## config.mk

```make
export PLATFORM = sky130hd
export DESIGN_NAME = uart_tx_sched
export DESIGN_NICKNAME = d
export VERILOG_FILES = /design/src/rtl/uart_pkg.sv /design/src/rtl/uart_rr_arbiter.sv /design/src/rtl/uart_tx_sched.sv
export SDC_FILE = /design/constraint.sdc
export NUM_CORES = 1
export LEC_CHECK = 0
export ABC_CLOCK_PERIOD_IN_PS = 5300
export BUFFER_PORTS_ARGS = -buffer_cell sky130_fd_sc_hd__buf_2
export CAP_MARGIN = 25
export CORE_ASPECT_RATIO = 0.6
export CORE_MARGIN = 8
export CORE_UTILIZATION = 29
export DETAILED_ROUTE_END_ITERATION = 8
export SLEW_MARGIN = 20
export SYNTH_ARGS = -nofsm -noshare
export SYNTH_HDL_FRONTEND = slang
export SYNTH_SLANG_ARGS = --single-unit
```

## constraint.sdc

```tcl
create_clock -name clk -period 5.3 [get_ports clk]
set_input_delay 1.06 -clock clk [delete_from_list [all_inputs] [get_ports clk]]
set_output_delay 1.06 -clock clk [all_outputs]
set_load 0.005 [all_outputs]
```

## src/rtl/uart_pkg.sv

```systemverilog
// Shared encodings and widths for the UART transmit scheduler.
// Frame slots run 0..FRAME_LAST; slot FRAME_LAST returns the line to idle.
package uart_pkg;

    localparam int WORD_W    = 16;
    localparam int BIT_CNT_W = 5;
    localparam int SUB_CNT_W = 10;

    localparam logic [BIT_CNT_W-1:0] FRAME_LAST = 5'd21;

    typedef enum logic [1:0] {
        ST_IDLE   = 2'd0,
        ST_LAUNCH = 2'd1,
        ST_SEND   = 2'd2,
        ST_GAP    = 2'd3
    } state_t;

endpackage

```

## src/rtl/uart_rr_arbiter.sv

```systemverilog
// Combinational round-robin select: first valid requester strictly after ptr,
// wrapping cyclically, so the last winner gets lowest priority next time.
module uart_rr_arbiter #(
    parameter int  NUM_REQ = 4,
    localparam int PTR_W   = $clog2(NUM_REQ)
) (
    input  logic [NUM_REQ-1:0] req_valid,
    input  logic [PTR_W-1:0]   ptr,
    output logic [PTR_W-1:0]   sel,
    output logic               any
);

    logic [PTR_W-1:0] cand;

    function automatic logic [PTR_W-1:0] wrap_idx(input logic [PTR_W-1:0] base, input int off);
        int s;
        s = int'(base) + off;
        if (s >= NUM_REQ) s = s - NUM_REQ;
        return s[PTR_W-1:0];
    endfunction

    always_comb begin
        sel  = '0;
        any  = 1'b0;
        cand = '0;
        for (int i = 1; i <= NUM_REQ; i++) begin
            cand = wrap_idx(ptr, i);
            if (!any && req_valid[cand]) begin
                any = 1'b1;
                sel = cand;
            end
        end
    end

endmodule

```

## src/rtl/uart_tx_sched.sv

```systemverilog
// Shares one two-byte UART transmitter between NUM_REQ word producers:
// owns baud timing, round-robin arbitration, word latching and gap insertion.
module uart_tx_sched
    import uart_pkg::*;
#(
    parameter int  NUM_REQ      = 4,
    parameter int  CLKS_PER_BIT = 100,
    parameter int  SAMPLE_PT    = 49,
    parameter int  GAP_SLOTS    = 1,
    localparam int ID_W         = $clog2(NUM_REQ)
) (
    input  logic                      clk,
    input  logic                      rst,
    input  logic [NUM_REQ-1:0]        req_valid,
    input  logic [WORD_W*NUM_REQ-1:0] req_data,
    output logic [NUM_REQ-1:0]        req_ready,
    output logic [WORD_W-1:0]         tx_data,
    output logic                      tx_enable,
    output logic [BIT_CNT_W-1:0]      bit_cnt,
    output logic [SUB_CNT_W-1:0]      sub_cnt,
    output logic                      busy,
    output logic [ID_W-1:0]           grant_id,
    output logic                      frame_done
);

    localparam logic [SUB_CNT_W-1:0] SUB_LAST = SUB_CNT_W'(CLKS_PER_BIT - 1);
    localparam logic [SUB_CNT_W-1:0] SUB_TICK = SUB_CNT_W'(SAMPLE_PT);
    localparam logic [3:0]           GAP_LAST = (GAP_SLOTS == 0) ? 4'd0 : 4'(GAP_SLOTS - 1);
    localparam bit                   NO_GAP   = (GAP_SLOTS == 0);

    state_t             state, state_next;
    logic [ID_W-1:0]    ptr, sel;
    logic               any;
    logic [3:0]         gap_cnt;
    logic               tick, wrap;
    logic               accept, frame_end, gap_end;
    logic [NUM_REQ-1:0] sel_onehot;

    // tick is the transmitter's sampling instant; wrap is where bit_cnt moves,
    // half a bit away, so every tick sees a settled slot number.
    assign tick       = (sub_cnt == SUB_TICK);
    assign wrap       = (sub_cnt == SUB_LAST);
    assign sel_onehot = NUM_REQ'(1) << sel;

    uart_rr_arbiter #(.NUM_REQ(NUM_REQ)) u_arb (
        .req_valid (req_valid),
        .ptr       (ptr),
        .sel       (sel),
        .any       (any)
    );

    always_ff @(posedge clk or posedge rst) begin
        if (rst) state <= ST_IDLE;
        else     state <= state_next;
    end

    always_comb begin
        state_next = state;
        accept     = 1'b0;
        frame_end  = 1'b0;
        gap_end    = 1'b0;
        case (state)
            ST_IDLE: begin
                if (any) begin
                    accept     = 1'b1;
                    state_next = ST_LAUNCH;
                end
            end
            ST_LAUNCH: begin
                if (tick) state_next = ST_SEND;
            end
            ST_SEND: begin
                if (tick && bit_cnt == FRAME_LAST) begin
                    frame_end  = 1'b1;
                    gap_end    = NO_GAP;
                    state_next = NO_GAP ? ST_IDLE : ST_GAP;
                end
            end
            ST_GAP: begin
                if (tick && gap_cnt == GAP_LAST) begin
                    gap_end    = 1'b1;
                    state_next = ST_IDLE;
                end
            end
            default: state_next = ST_IDLE;
        endcase
    end

    always_ff @(posedge clk or posedge rst) begin
        if (rst) begin
            sub_cnt    <= '0;
            bit_cnt    <= '0;
            gap_cnt    <= '0;
            req_ready  <= '0;
            tx_data    <= '0;
            tx_enable  <= 1'b0;
            busy       <= 1'b0;
            grant_id   <= '0;
            ptr        <= ID_W'(NUM_REQ - 1);
            frame_done <= 1'b0;
        end else begin
            sub_cnt    <= wrap ? '0 : sub_cnt + 1'b1;
            req_ready  <= accept ? sel_onehot : '0;
            frame_done <= frame_end;

            if (accept) begin
                tx_data  <= req_data[int'(sel)*WORD_W +: WORD_W];
                grant_id <= sel;
                ptr      <= sel;
            end

            if (accept)                          tx_enable <= 1'b1;
            else if (state == ST_LAUNCH && tick) tx_enable <= 1'b0;

            if (accept)       busy <= 1'b1;
            else if (gap_end) busy <= 1'b0;

            if (state != ST_SEND || frame_end) bit_cnt <= '0;
            else if (wrap)                     bit_cnt <= bit_cnt + 1'b1;

            if (state != ST_GAP || gap_end) gap_cnt <= '0;
            else if (tick)                  gap_cnt <= gap_cnt + 1'b1;
        end
    end

endmodule

```

=== Word level (Yosys, flattened, before mapping) ===
Cells that the tools add are included.
W data, S select, Z words.

* $add $sub $neg: 11
* $lt $le $gt $ge: 8
* Shift-type cells: 2
* Reduce and logical (&&, ||, !) cells: 18
* Equality and inequality tests: 12
* Muxes and demuxes: 41

{| class="wikitable"
|+ Operators with widths
! kind !! count
|-
| $shiftx A64 B7 Y16 || 1
|-
| $mux W2 || 12
|-
| $mux W1 || 18
|-
| $lt A2 B3 Y1 const B || 4
|-
| $mux W4 || 3
|-
| $ne A2 B2 Y1 const B || 6
|-
| $add A10 B1 Y10 const B || 1
|-
| $eq A10 B6 Y1 const B || 1
|-
| $eq A10 B7 Y1 const B || 1
|-
| $mux W10 || 1
|-
| $mux W5 || 2
|-
| $ge A3 B3 Y1 const B || 3
|-
| $bmux W1 S2 || 4
|-
| $pmux W2 S4 || 1
|-
| $reduce_bool A2 Y1 || 4
|-
| $sub A2 B1 Y2 const B || 4
|-
| $add A2 B2 Y3 const B || 2
|-
| $logic_and A1 B1 Y1 || 6
|-
| $add A5 B1 Y5 const B || 1
|-
| $eq A5 B5 Y1 const B || 1
|-
| $add A2 B3 Y4 const B || 1
|-
| $add A4 B1 Y4 const B || 1
|-
| $eq A2 B2 Y1 const B || 2
|-
| $ge A4 B3 Y1 const B || 1
|-
| other kinds (8) || 11
|}

* Input bits: 70
* Logic and storage cells: 103
* Register bits after elaboration: 48
* Output and inout bits: 40

=== Longest topological paths before layout ===
* Depth in word-level cells: 18
* Gate-level depth with buffers: 8
* Depth with buffers taken out: 7

=== Modules after synthesis ===
From an unflattened synthesis, not the netlist that was laid out.

* Cell total of the unflattened synthesis: 245
* Area, all modules: 2,630.0 um^2

{| class="wikitable"
|+ Modules (own cells, without submodules)
! module !! times used !! cells an instance !! area each (um^2) !! sequential area each (um^2)
|-
| uart_tx_sched || 1 || 231 || 2,538.7 || 1,203.7
|-
| uart_rr_arbiter || 1 || 14 || 91.3 || 0.0
|}

=== Least setup slack after synthesis ===
Ideal clock, no wire load.

* Path kind: input to register
* From: input req_valid[3]
* To: register tx_data[0]
* Required time: 5.218 ns
* Library setup time: 0.082 ns
* Cell stages on the path: 6
* Arrival time: 2.351 ns
* Setup slack: 2.866 ns
* Path buffers: 2
* Cells stage by stage: clkbuf_1 o21ai_0 a221oi_1 buf_1 o21ai_0 o22ai_1

* Longest elaborated chain between the ends: 14
* Elaborated cells between the ends (all ways): 25
* Those cells by class: shift: 1; mux: 18; reduce/logical: 6

{| class="wikitable"
|+ RTL lines
! what !! RTL line !! RTL
|-
| start: declaration || uart_tx_sched.sv:14 || <nowiki>input logic [NUM_REQ-1:0] req_valid,</nowiki>
|-
| branches (longest 14 deep; another with $bmux W1 S2) || n/a ||
|-
| end signal: assignment || uart_tx_sched.sv:107 || <nowiki>tx_data <= req_data[int'(sel)*WORD_W +: WORD_W];</nowiki>
|-
| end: declaration || uart_tx_sched.sv:17 || <nowiki>output logic [WORD_W-1:0] tx_data,</nowiki>
|}

Parallel ways; which one is timed is not known. The select of a mux whose other input is x is not followed.
A chain may end at the register's enable or synchronous reset.

=== Worst setup path after layout ===
* From: input req_valid[2]
* To: register tx_data[4]

The elaborated chain is that of the path after synthesis.

==> reports/qor.yml <==
rows: 27
grt_use_total: 0.124
num_vias: 2477
grt_pass1_vias: 2576
cts_buffers: 5
slew_headroom: 0.411
cts_resized: 0
max_freq_ghz: 0.370
report.final.slew_viol_count: 0
ys_ff_latch: 48
cts.clk_slew.worst_paths_ns: 0.07
synth_area_leaders: "dfrtp_1, mux2i_1, a221oi_1, ha_1, nor2_1"
hold_path_class: "reg -> reg"
drt_first_iter_violations: 92
synth_edf_count: 0
synth_top_area_share: 0.432
grt_max_degree: 41
path_class: "in -> reg"
synth_cell_types: 42
grt_pass1_wl_mm: 13.1
drv_cap: 0
clock-sinks: 48
min_period_ns: 2.70
r2r_cells: 5
worstPathRequired_ns: 5.50
tns_ns: 0
grt_setup_unrepaired: "false"
leakage_nw: 1.74
yosysSeqAreaShare: 0.452
insertion_delay_ns: 0.28
cts_setup_buffers: 0
fp.dieArea_um2: 12600
cts_tree: "built"
fin_ws_ns: 2.60
path_max_fanout: 20
wl_per_cell_um: 15.4
synth_ff_type: "dfrtp_1"
diodes: 0
min-delay-start: "sub_cnt[9]"
route.detailed.drc: 0
initial_core_util: 0.294
holdWs_ns: 0.510
synth_cells: 277
grt-ovfl-total: 0
setup-violations-final: 0
hold_viol: 0
wirelength_mm: 7.67
r2r_slack_ns: 2.94
p_per_area_nw_per_um2: 225
syn_area_um2: 2660
vdd_drop_max_mv: 0.145
drive_gt1_frac: 0.351
areaGrowthSynthToFinish_pct: 31.7
arrival_ns: 2.91
end_kind: "flop"
num-nets-final: 461
hold_depth: 1
cts_buffer_depth: 2
postPlaceCellArea_um2: 3330
regToRegStartpoint: "sub_cnt[2]"
synth-warning-count: 0
period_share: 0.510
fp.dieH_um: 90.2
fin_area_um2: 3510
synth_nets: 357
whs_endpoint: "sub_cnt[9]"
async_flop_share: 1.00
cts-root-buf: "clkbuf_16"
firstDrtPassIters: 4
yosysTopAreaCell: "dfrtp_1"
coreArea_um2: 9050
ant_nets: 0
avgSynthCellArea_um2: 9.62
r2r_end: "state[1]"
utilization: 0.388
vias_per_cell: 4.97
pre_cts_ws_ns: 2.28
dp_hpwl_mm: 5.94
status: "completed"
antenna_found_initial: 0
holdBufCountCts: 0
cts_max_level: 2
tightest_slew_ns: 0.884
die_x_um: 140
ios: 110
skew_ns: 0.00451
gp_congestion: 0.722
place.port_buffers: 109
cp-start-kind: "primary input"
## metrics by stage
stage,cells,power [mW]
3_3_place_gp,488,0.435
2_1_floorplan,277,0.402
4_1_cts,497,0.801
6_report,498,0.791
3_5_place_dp,489,0.438
5_1_grt,498,0.825
## worst max path at each step
| stage | slack (ns) | depth (start not counted) | from | to |
|---|---|---|---|---|
| after global routing | 2.39 | 5 | req_valid[3] | tx_data[5] |
| after global placement | 2.29 | 5 | req_valid[2] | tx_data[4] |
| final | 2.60 | 5 | req_valid[2] | tx_data[4] |
| after detailed placement | 2.28 | 5 | req_valid[2] | tx_data[4] |
| after floorplan | 2.87 | 6 | req_valid[3] | tx_data[0] |
| after CTS | 2.58 | 5 | req_valid[2] | tx_data[4] |
## layer usage
| layer | global-route usage | share of wire | vias up |
|---|---|---|---|
| met2 | 0.191 | 0.45 | 64 |
| li1 | - | - | 1212 |
| met1 | 0.167 | 0.49 | 1199 |
| met4 | 0.0296 | 0.0052 | 0 |
| met5 | 0 | 0 | - |
| met3 | 0.0354 | 0.056 | 2 |
## cell families after synthesis
group | Yosys count | share of synthesized area
xor gates and xnor gates | 13 | 0.0427
and+or+nand+nor | 85 | 0.158
buffers and inverters | 30 | 0.0456
AOI/OAI and AO/OA | 72 | 0.182
muxes | 19 | 0.0733
DFF | 48 | 0.452
adders and majority gates | 10 | 0.0470
## flip-flops by register name, indices dropped and copies added, names as in the netlist
name and flops:
state 2, busy 1, grant_id 2, gap_cnt 4
bit_cnt 5, ptr 2, tx_enable 1, frame_done 1
sub_cnt 10, req_ready 4, tx_data 16
## synth_stat cells, drive strengths merged (7+ instances only)
| library cell | number |
|---|---|
| a21oi | 7 |
| a221oi | 17 |
| o22ai | 16 |
| nor2 | 33 |
| inv | 13 |
| dfrtp | 46 |
| ha | 10 |
| clkbuf | 14 |
| nand3 | 7 |
| xnor2 | 7 |
| mux2i | 18 |
| nand2 | 16 |
| o21ai | 22 |
## cell type report
type	instances	area (um^2)
fill	937	5550
multi-input combinational	199	1350
sequential	48	1200
timing repair buffer	114	596
tap	116	145
clock buffer	5	125
inverter	13	48.8
clock inverter	3	42.5
## report_power, final
group	internal (mW)	switching, mW
clock network	0.222	0.138
registers	0.366	0
logic	0.0312	0.0334
total	0.619	0.171
## cell usage in the layout, fill, tap and decap left out, types with 3 or more instances in the layout
cell         n
xnor2_1      7
dfrtp_1     46
mux2i_1     18
nor2_1      33
nor2b_1      3
o22ai_1     16
ha_1        10
nand3_1      7
nand2_1     16
a21oi_1      7
xor2_1       6
a21boi_0     3
a221oi_1    16
nand4_1      3
buf_2      109
o21ai_0     20
clkbuf_16    5
nor3_1       4
nand4b_1     3
buf_4        3
and2_1       3
inv_1       12
## worst max-delay path, cell delays in order
cell	delay (ns)
buf_2	0.13
nor4_1	0.59
nand2b_1	0.77
a221oi_1	0.14
o22ai_1	0.20
Power figures use the tool's default switching activity.
